## config.mk

```make
export PLATFORM = sky130hd
export DESIGN_NAME = scaled_sprite_renderer
export DESIGN_NICKNAME = d
export VERILOG_FILES = /design/src/rtl/scaled_sprite_renderer.sv
export SDC_FILE = /design/constraint.sdc
export NUM_CORES = 1
export LEC_CHECK = 0
export ABC_AREA = 1
export BUFFER_PORTS_ARGS = -buffer_cell sky130_fd_sc_hd__buf_2
export CAP_MARGIN = 10
export CORE_MARGIN = 4
export CORE_UTILIZATION = 45
export CTS_CLUSTER_DIAMETER = 100
export DETAILED_ROUTE_END_ITERATION = 10
export PLACE_DENSITY_LB_ADDON = 0.15
export SETUP_SLACK_MARGIN = 0.2
export SLEW_MARGIN = 10
export SYNTH_ARGS = -nofsm -noshare
export SYNTH_HDL_FRONTEND = slang
export SYNTH_SLANG_ARGS = --single-unit
```

## constraint.sdc

```tcl
create_clock -name vga_clk -period 5.3 [get_ports vga_clk]
set_input_delay 0.53 -clock vga_clk [delete_from_list [all_inputs] [get_ports vga_clk]]
set_output_delay 0.53 -clock vga_clk [all_outputs]
set_load 0.005 [all_outputs]
```

## src/rtl/scaled_sprite_renderer.sv

```systemverilog
// scaled_sprite_renderer: indexed image stretched to the active area, frame-synced fade.
// Optional SCALED_SPRITE_TRANSPARENT_EN masks texels whose index equals TRANSP_IDX.
module scaled_sprite_renderer #(
  parameter int SRC_W      = 300,
  parameter int SRC_H      = 300,
  parameter int SCR_W      = 640,
  parameter int SCR_H      = 480,
  parameter int ADDR_W     = 17,
  parameter int IDX_W      = 4,
  parameter int FADE_STEP  = 1,
  parameter int TRANSP_IDX = 0
) (
  input  logic              vga_clk,
  input  logic              Reset,
  input  logic [9:0]        DrawX,
  input  logic [9:0]        DrawY,
  input  logic              blank,
  input  logic              fade_in,
  input  logic              fade_out,
  output logic [ADDR_W-1:0] rom_address,
  input  logic [IDX_W-1:0]  rom_q,
  output logic [IDX_W-1:0]  pal_index,
  input  logic [3:0]        pal_red,
  input  logic [3:0]        pal_green,
  input  logic [3:0]        pal_blue,
  output logic [3:0]        red,
  output logic [3:0]        green,
  output logic [3:0]        blue,
  output logic              opaque,
  output logic              fade_busy,
  output logic [4:0]        level
);

  localparam int XA_W = $clog2(SRC_W + SCR_W) + 1;
  localparam int YA_W = $clog2(SRC_H + SCR_H) + 1;
  localparam int SX_W = $clog2(SRC_W) + 1;
  localparam int XK   = 1 + (SRC_W - 1) / SCR_W;
  localparam int YK   = 1 + (SRC_H - 1) / SCR_H;

  localparam logic [9:0]        SCR_W_D = 10'(SCR_W);
  localparam logic [9:0]        SCR_H_D = 10'(SCR_H);
  localparam logic [XA_W-1:0]   SRC_W_X = XA_W'(SRC_W);
  localparam logic [XA_W-1:0]   SCR_W_X = XA_W'(SCR_W);
  localparam logic [YA_W-1:0]   SRC_H_Y = YA_W'(SRC_H);
  localparam logic [YA_W-1:0]   SCR_H_Y = YA_W'(SCR_H);
  localparam logic [ADDR_W-1:0] SRC_W_A = ADDR_W'(SRC_W);
  localparam logic [4:0]        STEP_L  = 5'(FADE_STEP);

  if (SRC_W * SRC_H > (1 << ADDR_W)) begin : g_bad_addr_w
    $error("ADDR_W too small for SRC_W*SRC_H");
  end
  if (FADE_STEP < 1 || FADE_STEP > 16) begin : g_bad_step
    $error("FADE_STEP must be 1..16");
  end
  if (TRANSP_IDX < 0 || TRANSP_IDX >= (1 << IDX_W)) begin : g_bad_transp
    $error("TRANSP_IDX out of palette range");
  end

  typedef enum logic [1:0] {
    HIDDEN,
    FADE_IN,
    SHOWN,
    FADE_OUT
  } fade_t;

  logic [SX_W-1:0]   src_x, src_x_n;
  logic [XA_W-1:0]   x_acc, x_acc_n;
  logic [YA_W-1:0]   y_acc, y_acc_n;
  logic [ADDR_W-1:0] row_base, row_base_n;
  logic [9:0]        y_last;
  logic [1:0]        blank_d;
  logic              active;
  logic              show;
  logic              frame_start;
  logic [5:0]        lvl_up;
  fade_t             state;

  // Several subtractions per pixel cover SRC_W > SCR_W.
  always_comb begin
    src_x_n = src_x;
    x_acc_n = x_acc;
    if (DrawX == '0) begin
      src_x_n = '0;
      x_acc_n = '0;
    end else if (DrawX < SCR_W_D) begin
      x_acc_n = x_acc + SRC_W_X;
      for (int i = 0; i < XK; i++) begin
        if (x_acc_n >= SCR_W_X) begin
          x_acc_n = x_acc_n - SCR_W_X;
          src_x_n = src_x_n + SX_W'(1);
        end
      end
    end
  end

  always_comb begin
    y_acc_n    = y_acc;
    row_base_n = row_base;
    if (DrawX == '0) begin
      if (DrawY == '0) begin
        y_acc_n    = '0;
        row_base_n = '0;
      end else if (DrawY != y_last && DrawY < SCR_H_D) begin
        y_acc_n = y_acc + SRC_H_Y;
        for (int i = 0; i < YK; i++) begin
          if (y_acc_n >= SCR_H_Y) begin
            y_acc_n    = y_acc_n - SCR_H_Y;
            row_base_n = row_base_n + SRC_W_A;
          end
        end
      end
    end
  end

  assign active      = (DrawX < SCR_W_D) && (DrawY < SCR_H_D);
  assign frame_start = (DrawX == '0) && (DrawY == '0);
  assign lvl_up      = {1'b0, level} + {1'b0, STEP_L};
  assign pal_index   = rom_q;

`ifdef SCALED_SPRITE_TRANSPARENT_EN
  assign show = blank_d[1] && (rom_q != IDX_W'(TRANSP_IDX));
`else
  assign show = blank_d[1];
`endif

  function automatic logic [3:0] fade_chan(input logic [3:0] c,
                                           input logic [4:0] l);
    logic [8:0] p;
    p = {5'b0, c} * {4'b0, l};
    return 4'(p >> 4);
  endfunction

  always_ff @(posedge vga_clk or posedge Reset) begin
    if (Reset) begin
      src_x       <= '0;
      x_acc       <= '0;
      y_acc       <= '0;
      row_base    <= '0;
      y_last      <= '0;
      rom_address <= '0;
      blank_d     <= '0;
      red         <= '0;
      green       <= '0;
      blue        <= '0;
      opaque      <= 1'b0;
    end else begin
      src_x       <= src_x_n;
      x_acc       <= x_acc_n;
      y_acc       <= y_acc_n;
      row_base    <= row_base_n;
      y_last      <= DrawY;
      rom_address <= active ? row_base_n + ADDR_W'(src_x_n) : '0;
      blank_d     <= {blank_d[0], blank};
      red         <= show ? fade_chan(pal_red, level) : '0;
      green       <= show ? fade_chan(pal_green, level) : '0;
      blue        <= show ? fade_chan(pal_blue, level) : '0;
      opaque      <= show;
    end
  end

  // Requests redirect immediately; level only moves at frame start.
  always_ff @(posedge vga_clk or posedge Reset) begin
    if (Reset) begin
      state     <= HIDDEN;
      level     <= '0;
      fade_busy <= 1'b0;
    end else if (fade_out && (state == SHOWN || state == FADE_IN)) begin
      state     <= FADE_OUT;
      fade_busy <= 1'b1;
    end else if (fade_in && (state == HIDDEN || state == FADE_OUT)) begin
      state     <= FADE_IN;
      fade_busy <= 1'b1;
    end else if (frame_start) begin
      unique case (1'b1)
        (state == FADE_IN): begin
          if (lvl_up >= 6'd16) begin
            level     <= 5'd16;
            state     <= SHOWN;
            fade_busy <= 1'b0;
          end else begin
            level <= lvl_up[4:0];
          end
        end
        (state == FADE_OUT): begin
          if (level <= STEP_L) begin
            level     <= '0;
            state     <= HIDDEN;
            fade_busy <= 1'b0;
          end else begin
            level <= level - STEP_L;
          end
        end
        default: ;
      endcase
    end
  end

endmodule

```

After elaboration in Yosys (flattened, before gate mapping)
Cells that the tools add are included.

$add $sub $neg: 9. $mul: 3. Div/mod/pow operators: 0. $lt $le $gt $ge: 6. Equal/unequal tests: 6. Shift operators: 0. Mux-type cells: 32. Bitwise logic cells: 2. Reduce and logical (&&, ||, !) cells: 18.

Operators by type and width (number): two-way mux 17 bit (5); two-way mux 11 bit (6); two-way mux 10 bit (3); multiplier 4 x 5 -> 8 bit (3); adder 11 x 9 -> 11 bit (second input constant) (2); logical NOT 10 bit (2); adder 17 x 10 -> 17 bit (1); adder 17 x 9 -> 17 bit (second input constant) (1); two-way mux 4 bit (3); >= comparator 11 x 10 -> 1 bit (second input constant) (1); >= comparator 11 x 9 -> 1 bit (second input constant) (1); subtractor 11 x 10 -> 11 bit (second input constant) (1); subtractor 11 x 9 -> 11 bit (second input constant) (1); adder 10 x 1 -> 10 bit (second input constant) (1); < comparator 10 bit (second input constant) (1); < comparator 10 x 9 -> 1 bit (second input constant) (1); two-way mux 2 bit (5); two-way mux 5 bit (2); inequality test 10 bit (1); case mux 5 bit (2 select lines) (1); AND reduction 4 bit (2); adder 5 x 1 -> 6 bit (second input constant) (1); >= comparator 6 x 5 -> 1 bit (second input constant) (1); nonzero test 2 bit (3); other kinds (16) (27).

Bits in registers: 99. Latch bits: 0. Bits in writable memories: 0. Bits in read-only memories: 0. Input port bits: 41. Memories kept: 0.

Depth between registers and ports, before layout
Gate-level depths: netlist (run 1).

Word-level depth: 8. Depth in mapped cells: 30. Depth with buffers taken out: 30.

Worst setup path after synthesis (run 1)
Ideal clock, no wire load.

Kind: reg2reg. Start: register x_acc[2]. End: register rom_address[16]. Arrival: 3.693 ns. Required time: 5.229 ns. Path slack: 1.536 ns. Stages on the path, launching flop included: 29. Path buffers: 1. Clock period less this slack: 3.764 ns. Path through: dfrtp_1 inv_1 ha_1 o21ai_2 nand3_1 xor2_1 inv_1 ha_1 o21a_1 nand2_1 inv_1 nor2_2 buf_4 o21ai_0 a21oi_1 ha_1 fa_1 nand3_1 nand2_1 nand4_1 o211ai_1 nand3_1 nand3_1 nand4_2 nor2_4 nand3_1 nand2_1 inv_1 nor2_1.

Longest elaborated chain between the ends: 7.

RTL lines: from (decl) (line 67) `logic [XA_W-1:0] x_acc, x_acc_n;`; from (signal assigned) (line 148) `x_acc <= x_acc_n;`; adder 11 x 9 -> 11 bit (line 86) `x_acc_n = x_acc + SRC_W_X;`; >= comparator 11 x 10 -> 1 bit (line 88) `if (x_acc_n >= SCR_W_X) begin`; two-way mux 10 bit (line 88); two-way mux 10 bit (line 85) `end else if (DrawX < SCR_W_D) begin`; two-way mux 10 bit (line 82) `if (DrawX == '0) begin`; named net src_x_n[0] (line 66) `logic [SX_W-1:0] src_x, src_x_n;`; adder 17 x 10 -> 17 bit (line 152) `rom_address <= active ? row_base_n + ADDR_W'(src_x_n) : '0;`; two-way mux 17 bit (line 152); to (signal assigned) (line 152); to (decl) (line 20) `output logic [ADDR_W-1:0] rom_address,`.

The timed path passes the listed nets, and every way through them passes these cells. A chain may end at the register's enable or synchronous reset.

Final worst setup path (run 1)
Start: register x_acc[2]. End: register rom_address[15].

The elaborated chain is that of the path after synthesis.

==> metrics, run 1 <==
status finished clean; setup TNS 0 ps; post-route ant nets 0; Overflow after GRT 0; worst slew pin tran 1010 ps; first-pass iteration count of the detailed router 5; Compound-Gate Fraction of Synth Area 11.7%; Clock Latency Late Sink 350 ps; startpoint types register; die width approximately 130 µm; PortBufs 72; total number of yosys warnings 0; CTS resizes 0; most common cell after layout, fill and taps aside nand2_1; Max VDD drop 208 µV; Routed WL per cell about 12 µm; Pwr Density between 300 and 400 nW/µm²; Max-Cap Viols 0; H-tree levels 3; reg2reg path depth 27; main combinational cell family by area after synthesis simple AND/OR/NAND/NOR gates; fill count between 1000 and 1500; final worst path period need approximately 4300 ps; WS Path Type register to register; Setup WS pre-CTS between 900 and 1000 ps; n_diodes 0; Worst EP arrival 4630 ps; Residual DRC 0; Clock Root Buffer clkbuf_16; Area contributors post-synth dfrtp_1 35%, nand2_1 10%, ha_1 10%; syn nets 989; clock-pin slew on the worst setup and hold paths around 70 ps; total track usage 17.8%; first-pass GRT wire length around 24000 µm; fmax approximately 0.23 GHz; CTS tree yes; non-filler instance count after layout roughly 1100; final clock skew about 6 ps; synthesized area 6760 µm²; share of post-route cells with drive strength above 1 ~15%; DR vias/cell between 4 and 5; sequential-to-total area share from yosys stat 35.2%; Avg Cell Area, Syn 7.70 µm²; post-synthesis register bit count 95; leakage ~4.3 nW; Worst R2R Start x_acc[2]; die area about 17000 µm²; crit path to rom_address[15]; Slew headroom around 33%; final setup margin between 900 and 1000 ps; CTS sink count 95; Adder-Cell Fraction of Synth Area 14.7%; Vias 5569; WP data required between 5000 and 6000 ps; Synth top area share 35.2%; R2R setup slack around 960 ps; post-DP HPWL about 11000 µm; worst hold margin 286 ps; Simple-Gate Fraction of Synth Area between 20% and 30%; unique cell type count in the Yosys netlist 43; cell accounting for the most synthesized area dfrtp_1; RR Endpoint rom_address[15]; fin. max-slew vios 0; Longest Clk Path Bufs 2; post-synthesis xor/xnor area fraction between 3 and 4%; Core Area about 15000 µm²; number of global-route vias before repair roughly 5300; Inserted Clock Buffers 9; Post-Route WL 14100 µm; post-synthesis cell count roughly 880; post-synthesis mux area share 0%; First DRT Iteration DRCs 290; CP Capture Type register; Hold-fix buffers, CTS 0; worst hold path type primary input to register; RSZ-0062 raised after global routing false; setup bufs post-CTS 0; Die Y about 130 µm; Final nets about 1100; Initial Util a little under half; Area Overhead vs Synth 12.3%; Crit Path Max Fanout 11; Final Setup Violations 0; Final Hold Viols 0; GP Congestion 0.808; fin crit share 82.0%; I/O pin cnt 81; placed instance count 1119; Cell Rows 44; Critical path origin x_acc[2]; most frequent cells in the layout 185 x nand2_1, 153 x inv_1, 95 x dfrtp_1; antenna violations before repair 0; pin count of the biggest net entering global routing 63
==> layer usage <==
| metal | share of wire, % | track usage (%) |
|---|---|---|
| met3 | 4.4 | 4.31 |
| met2 | 46 | 29.0 |
| met4 | 0.87 | 3.87 |
| met1 | 48 | 24.2 |
| met5 | 0 | 0 |
==> report_power, final <==
| part | switching (mW) | internal, mW | leakage [nW] | total (mW) |
|---|---|---|---|---|
| Sequential | 0.0797 | 0.867 | 1.07 | 0.947 |
| Combinational | 0.708 | 0.455 | 3.05 | 1.16 |
| Clock | 0.288 | 0.427 | 0.156 | 0.714 |
==> area by class of cell <==
| class | count | area [µm²] | area share [%] |
|---|---|---|---|
| multi-input combinational | 598 | 3650 | 48.1 |
| inverter | 168 | 633 | 8.34 |
| sequential | 95 | 2380 | 31.3 |
| clock buffer | 11 | 243 | 3.20 |
| clock inverter | 5 | 81.3 | 1.07 |
| tap | 184 | 230 | 3.03 |
| timing repair buffer | 74 | 375 | 4.94 |
==> worst min path at each step <==
stage / cells after the start / end / slack [ps] / from
after floorplan: 0 / blank_d[1] / 330 / blank_d[0]
final: 1 / blank_d[0] / 290 / blank
after detailed placement: 0 / blank_d[1] / 340 / blank_d[0]
after global placement: 0 / blank_d[1] / 340 / blank_d[0]
after global routing: 1 / blank_d[0] / 280 / blank
after CTS: 1 / blank_d[0] / 270 / blank
==> synth_stat cells, drive strengths merged <==
cell type,instances
o22ai,15
and2,1
dfrtp,95
ha,54
xnor2,9
a31oi,6
o211ai,3
a21oi,44
nand2,198
nor4,1
inv,168
or2,2
buf,10
nand4,15
o31ai,1
nor3,16
a21boi,1
nor2,84
o21ai,66
clkbuf,7
xor2,16
o21a,3
a41oi,1
a211oi,1
fa,16
nand3,45
==> metrics by stage <==
| step | util, % | cell area [µm²] | power, mW |
|---|---|---|---|
| finish | 51.9 | 7590 | 2.82 |
| detailed placement | 49.6 | 7270 | 2.13 |
| global placement | 49.6 | 7270 | 2.13 |
| floorplan | - | 6760 | 1.86 |
| global route | 51.9 | 7590 | 3.09 |
| CTS | 51.9 | 7590 | 2.87 |
==> kinds of logic after synthesis <==
group                    after synthesis
AND/OR/NAND/NOR                      362
AO/OA/AOI/OAI                        141
XOR/XNOR                              25
adder cells (fa/ha/maj)               70
flip-flops                            95
buffers and inverters                185
==> registers in the layout, indices dropped and copies added, names as in the netlist <==
register / flops
fade_busy: 1
y_acc: 9
green: 4
rom_address: 17
red: 4
row_base: 17
level: 5
x_acc: 9
state: 2
blue: 4
y_last: 10
blank_d: 2
src_x: 10
opaque: 1
==> critical path, stage by stage (launching register included) <==
cell     delay (ps)
dfrtp_1         370
inv_1            80
ha_1            230
o21ai_2         170
nand3_1         120
xor2_1          190
inv_1           100
ha_1            210
o21a_1          180
nand2_1         100
inv_1            70
nor2_2          310
nand4_1         210
nor2_1          180
nand2_1          70
nand2_1          60
nor2_1           80
ha_1            330
inv_1            60
nor3_1          230
nand3_1         120
nand4_1         140
nand2_1         110
a21oi_4         210
nand3_1         110
nand2_1          70
nand2_1          60
nor2_1          110
(Power assumes the default switching activity.)
==> run 2, diff against run 1 <==
- clock period: 5.3 -> 4.1 ns (I/O delays scaled with it)
==> metrics, run 2 (same netlist as run 1, synthesis figures left out) <==
crit path to rom_address[12]; final clock skew 10.9 ps (+5.03 ps); Slew headroom 31.4% (-1.2 points); worst hold margin 166 ps (-121 ps); worst hold path type primary input to register; CP cell instances inv_2 > ha_4 > o21ai_4 > nand3_2 > xor2_2 > inv_1 > ha_2 > o21a_1 > nand2_2 > inv_4 > nor2_4 > buf_4 > nand4_1 > o21ai_1 > a21oi_1 > ha_1 > a21oi_1 > o211ai_1 > nand3_1 > nand3_2 > nand4_4 > nor2_4 > o21ai_0 > a21oi_1; Vias 5754 (+3.3%); Largest regs rom_address (17), row_base (17); Die Y 131 µm (unchanged); fin. max-slew vios 0 (unchanged); Core Area 14600 µm² (unchanged); Critical path origin x_acc[3]; Clock Latency Late Sink 350 ps (about the same); total track usage 18.3% (+0.58 points); pin count of the biggest net entering global routing 71 (+13%); Cell Rows 44 (unchanged); Crit path max-delay family compound AO/OA/AOI/OAI gates; GP Congestion 0.844 (+4.4%); most frequent CP cell a21oi_1; die width 131 µm (unchanged); clock-pin slew on the worst setup and hold paths 70 ps (about the same); fin crit share 94.6% (+13 points); Worst path max stage delay 370 ps (about the same); CP Capture Type register; I/O pin cnt 81 (unchanged); status finished clean; leakage 4.45 nW (+4.1%); post-route ant nets 0 (unchanged); Pwr Density 513 nW/µm² (+38%); reg2reg path depth 24 (-11%); DR vias/cell 4.95 (+0.92%); Critical Path Stages 24 (-11%); fmax 0.258 GHz (+12%); Setup WS pre-CTS -173 ps (-1130 ps); PortBufs 72 (unchanged); CTS tree yes; Overflow after GRT 0 (unchanged); Max VDD drop 288 µV (+38%); number of global-route vias before repair 5479 (+4.3%); post-DP HPWL 10900 µm (+2.3%); WP data required 4380 ps (-1200 ps); R2R setup slack 220 ps (-740 ps); CTS sink count 95 (unchanged); Worst EP arrival 4160 ps (-470 ps); Initial Util 46.2% (unchanged); Longest Clk Path Bufs 2 (unchanged); Area Overhead vs Synth 18.7%; antenna violations before repair 0 (unchanged); Worst R2R Start x_acc[3]; most frequent cells in the layout 183 x nand2_1, 150 x inv_1, 95 x dfrtp_1; Final Setup Violations 0 (unchanged); non-filler instance count after layout 1162 (+2.4%); final setup margin 219 ps (-737 ps); final worst path period need 3880 ps (-463 ps); Routed WL per cell 13.0 µm (+4.4%); Post-Route WL 15100 µm (+6.9%); most common cell after layout, fill and taps aside nand2_1; die area 17000 µm² (unchanged); Inserted Clock Buffers 9 (unchanged); startpoint types register; share of post-route cells with drive strength above 1 21.5% (+6.4 points); WS Path Type register to register; Max-Cap Viols 0 (unchanged); Final nets 1085 (+2.6%); Residual DRC 0 (unchanged); placed instance count 1129 (+0.89%); Crit Path Max Fanout 6 (-5); Hold-fix buffers, CTS 0 (unchanged); First DRT Iteration DRCs 288 (-0.69%); Final Hold Viols 0 (unchanged); Buffers & Inverters on Critical Path 4 (unchanged); RSZ-0062 raised after global routing true; H-tree levels 3 (unchanged); first-pass iteration count of the detailed router 4 (-1); RR Endpoint rom_address[12]; Pwr Total 4.11 mW (+46%); first-pass GRT wire length 25300 µm (+3.2%); worst slew pin tran 1030 ps (+17.8 ps); n_diodes 0 (unchanged); Clock Root Buffer clkbuf_16; critical-path cell with the highest stage delay dfrtp_1
-- run 2: worst reg2reg max path, stage by stage (launching register included) --
cell	delay, ps
dfrtp_1	370
inv_2	70
ha_4	170
o21ai_4	150
nand3_2	130
xor2_2	160
inv_1	80
ha_2	180
o21a_1	200
nand2_2	90
inv_4	60
nor2_4	150
buf_4	140
nand4_1	90
o21ai_1	150
a21oi_1	70
ha_1	340
a21oi_1	90
o211ai_1	300
nand3_1	150
nand3_2	130
nand4_4	120
nor2_4	180
o21ai_0	90
a21oi_1	160
-- run 2: area by class of cell --
type	instances	area, µm²
clock buffers	10	239
clock inverters	5	82.6
inverters	168	638
fillers	1412	6620
well taps	184	230
flip-flops and latches	95	2380
multi-input cells	599	3880
repair buffers	101	578
-- run 2: through the flow --
step,util (%),TNS (ps),area [µm²]
after floorplan,-,0,6760
after global placement,50.2,-22.4,7350
after detailed placement,50.2,-772,7350
after CTS,53.0,0,7760
after global routing,54.8,-177,8020
final,54.8,0,8020
-- run 2: worst min-delay path by stage --
stage                     slack [ps]  cells after the start  startpoint          to
after floorplan                  330                      0  blank_d[0]  blank_d[1]
after CTS                        150                      1       blank  blank_d[0]
after global placement           340                      0  blank_d[0]  blank_d[1]
final                            170                      1       blank  blank_d[0]
after global routing             160                      1       blank  blank_d[0]
after detailed placement         340                      0  blank_d[0]  blank_d[1]
-- run 2: report_power, final --
part / switching (mW) / internal (mW) / total, mW
clock: 0.377 / 0.549 / 0.926
combinational: 1.09 / 0.857 / 1.95
sequential: 0.114 / 1.12 / 1.23
-- run 2: repair_timing --
action,in CTS,in global routing
cloned,1,0
gates resized for setup,8,45
pin swaps,15,31
buffers inserted,8,9
setup endpoints to repair,9,11
-- run 2: metal layers --
layer	track usage, %	routed length [µm]	vias up
met3	3.09	617	14
met1	24.8	7170	2663
met2	30.0	7060	92
met5	0	0	-
met4	6.17	231	0
li1	-	-	2985
==> run 3, diff against run 2 <==
- GPL_TIMING_DRIVEN: default -> 0
==> metrics, run 3 (same netlist as run 1, synthesis figures left out) <==
status finished clean; startpoint types register; Die Y 131 µm (unchanged); fin crit share 97.8% (+3.2 points); non-filler instance count after layout 1205 (+3.7%); Area Overhead vs Synth 25.6%; Clock Latency Late Sink 350 ps (about the same); Core Area 14600 µm² (unchanged); clock network power share 18.9% (-3.6 points); number of global-route vias before repair 5741 (+4.8%); Residual DRC 0 (unchanged); fin. max-slew vios 0 (unchanged); post-route ant nets 0 (unchanged); Initial Util 46.2% (unchanged); critical-path cell with the highest stage delay dfrtp_1; Worst path max stage delay 380 ps (about the same); Vias 5911 (+2.7%); Largest regs rom_address (17), row_base (17); leakage 4.69 nW (+5.3%); H-tree levels 3 (unchanged); most frequent CP cell buf_6; most frequent cells in the layout 180 x nand2_1, 147 x inv_1, 95 x dfrtp_1; clock-pin slew on the worst setup and hold paths 70 ps (about the same); Clock Root Buffer clkbuf_16; final setup margin 89.6 ps (-130 ps); most common cell after layout, fill and taps aside nand2_1; Post-Route WL 15800 µm (+4.6%); CTS tree yes; RSZ-0062 raised after global routing true; CP Capture Type register; GP Congestion 0.851 (+0.85%); Routed WL per cell 13.1 µm (+0.89%); Cell Rows 44 (unchanged); First DRT Iteration DRCs 195 (-32%); placed instance count 1139 (+0.89%); Sequential Power Share 26.1% (-3.9 points); final clock skew 10.2 ps (-0.674 ps); share of post-route cells with drive strength above 1 25.9% (+4.4 points); Final nets 1127 (+3.9%); post-DP HPWL 10900 µm (about the same); Hold-fix buffers, CTS 0 (unchanged); Switching Power 1.79 mW (+13%); worst slew pin tran 788 ps (-238 ps); first-pass iteration count of the detailed router 4 (unchanged); fmax 0.249 GHz (-3.2%); Setup WS pre-CTS -301 ps (-128 ps); Slew headroom 47.0% (+16 points); total track usage 19.1% (+0.72 points); I/O pin cnt 81 (unchanged); fill count 1366 (-3.3%); Longest Clk Path Bufs 2 (unchanged); die width 131 µm (unchanged); final worst path period need 4010 ps (+130 ps); Sw Ratio 38.1% (-0.48 points); WS Path Type register to register; die area 17000 µm² (unchanged); Final Setup Violations 0 (unchanged); n_diodes 0 (unchanged); antenna violations before repair 0 (unchanged); Max-Cap Viols 0 (unchanged); Crit Path Max Fanout 2 (-4); WP data required 4360 ps (-20 ps); Overflow after GRT 0 (unchanged); Inserted Clock Buffers 9 (unchanged); Final Hold Viols 0 (unchanged); first-pass GRT wire length 26200 µm (+3.7%); Pwr Density 555 nW/µm² (+8.3%); Worst EP arrival 4270 ps (+110 ps); internal power 2.92 mW (+15%); DR vias/cell 4.91 (-0.94%); CTS sink count 95 (unchanged); power share of the combinational group 55.1% (+7.6 points); Max VDD drop 309 µV (+7.3%); PortBufs 76 (+5.6%); pin count of the biggest net entering global routing 60 (-15%); worst hold path type primary input to asynchronous set/reset pin
## run 3: worst max-delay path, delay by kind of cell (launching register included)
family / cells / cell delay, ps
compound gates: 3 / 530
fa+ha+maj: 1 / 170
xor+xnor: 2 / 300
flops: 1 / 380
buf+inv: 23 / 2390
simple gates: 1 / 120
## run 3: cell type report
class | instances | area (µm²) | area share, %
multi-input cells | 598 | 3970 | 46.8
flip-flops and latches | 95 | 2380 | 28.0
repair buffers | 127 | 858 | 10.1
inverters | 168 | 636 | 7.49
clock buffers | 13 | 270 | 3.18
well taps | 184 | 230 | 2.71
plain buffers | 17 | 106 | 1.25
clock inverters | 3 | 40.0 | 0.472
## run 3: metal layers
layer,vias up,global-route usage [%],routed length (µm)
li1,3061,-,-
met1,2748,24.6,7280
met2,87,32.7,7740
met3,15,3.86,553
met4,0,5.20,208
met5,-,0,0
## run 3: through the flow
step           total power [mW]  hold slack (ps)  utilization, %  TNS (ps)  cell area (µm²)
2_1_floorplan              2.40              331               -         0             6760
3_3_place_gp               2.76              335            50.3    -11710             7370
3_5_place_dp               2.77              335            50.5      -814             7400
4_1_cts                    4.12              109            54.9         0             8030
5_1_grt                    5.07              132            58.0      -212             8490
6_report                   4.71             88.5            58.0         0             8490
## run 3: worst paths after layout
check | cells after the start | end | startpoint | slack, ps
max in group asynchronous | 3 | rom_address[13] | Reset | 3330
worst max register to register | 30 | x_acc[10] | x_acc[2] | 90
worst min-delay path | 2 | x_acc[5] | Reset | 90
worst max-delay path | 30 | x_acc[10] | x_acc[2] | 90
worst min register to register | 0 | blank_d[1] | blank_d[0] | 350
min in group vga_clk | 1 | blank_d[0] | blank | 160
## run 3: power groups by stage
| stage | Combinational (mW) | Sequential, mW | Clock (mW) |
|---|---|---|---|
| final | 2.59 | 1.23 | 0.888 |
| after global routing | 2.87 | 1.25 | 0.948 |
| after CTS | 1.99 | 1.22 | 0.909 |
| after detailed placement | 1.54 | 1.23 | 0 |
| after global placement | 1.53 | 1.23 | 0 |
| after floorplan | 1.17 | 1.23 | 0 |
## run 3: what timing repair did
item	4_1_cts	5_1_grt
cloned	1	0
endpoints found under the setup margin	7	19
setup buffers	32	17
pin swaps	17	35
gates resized for setup	19	83
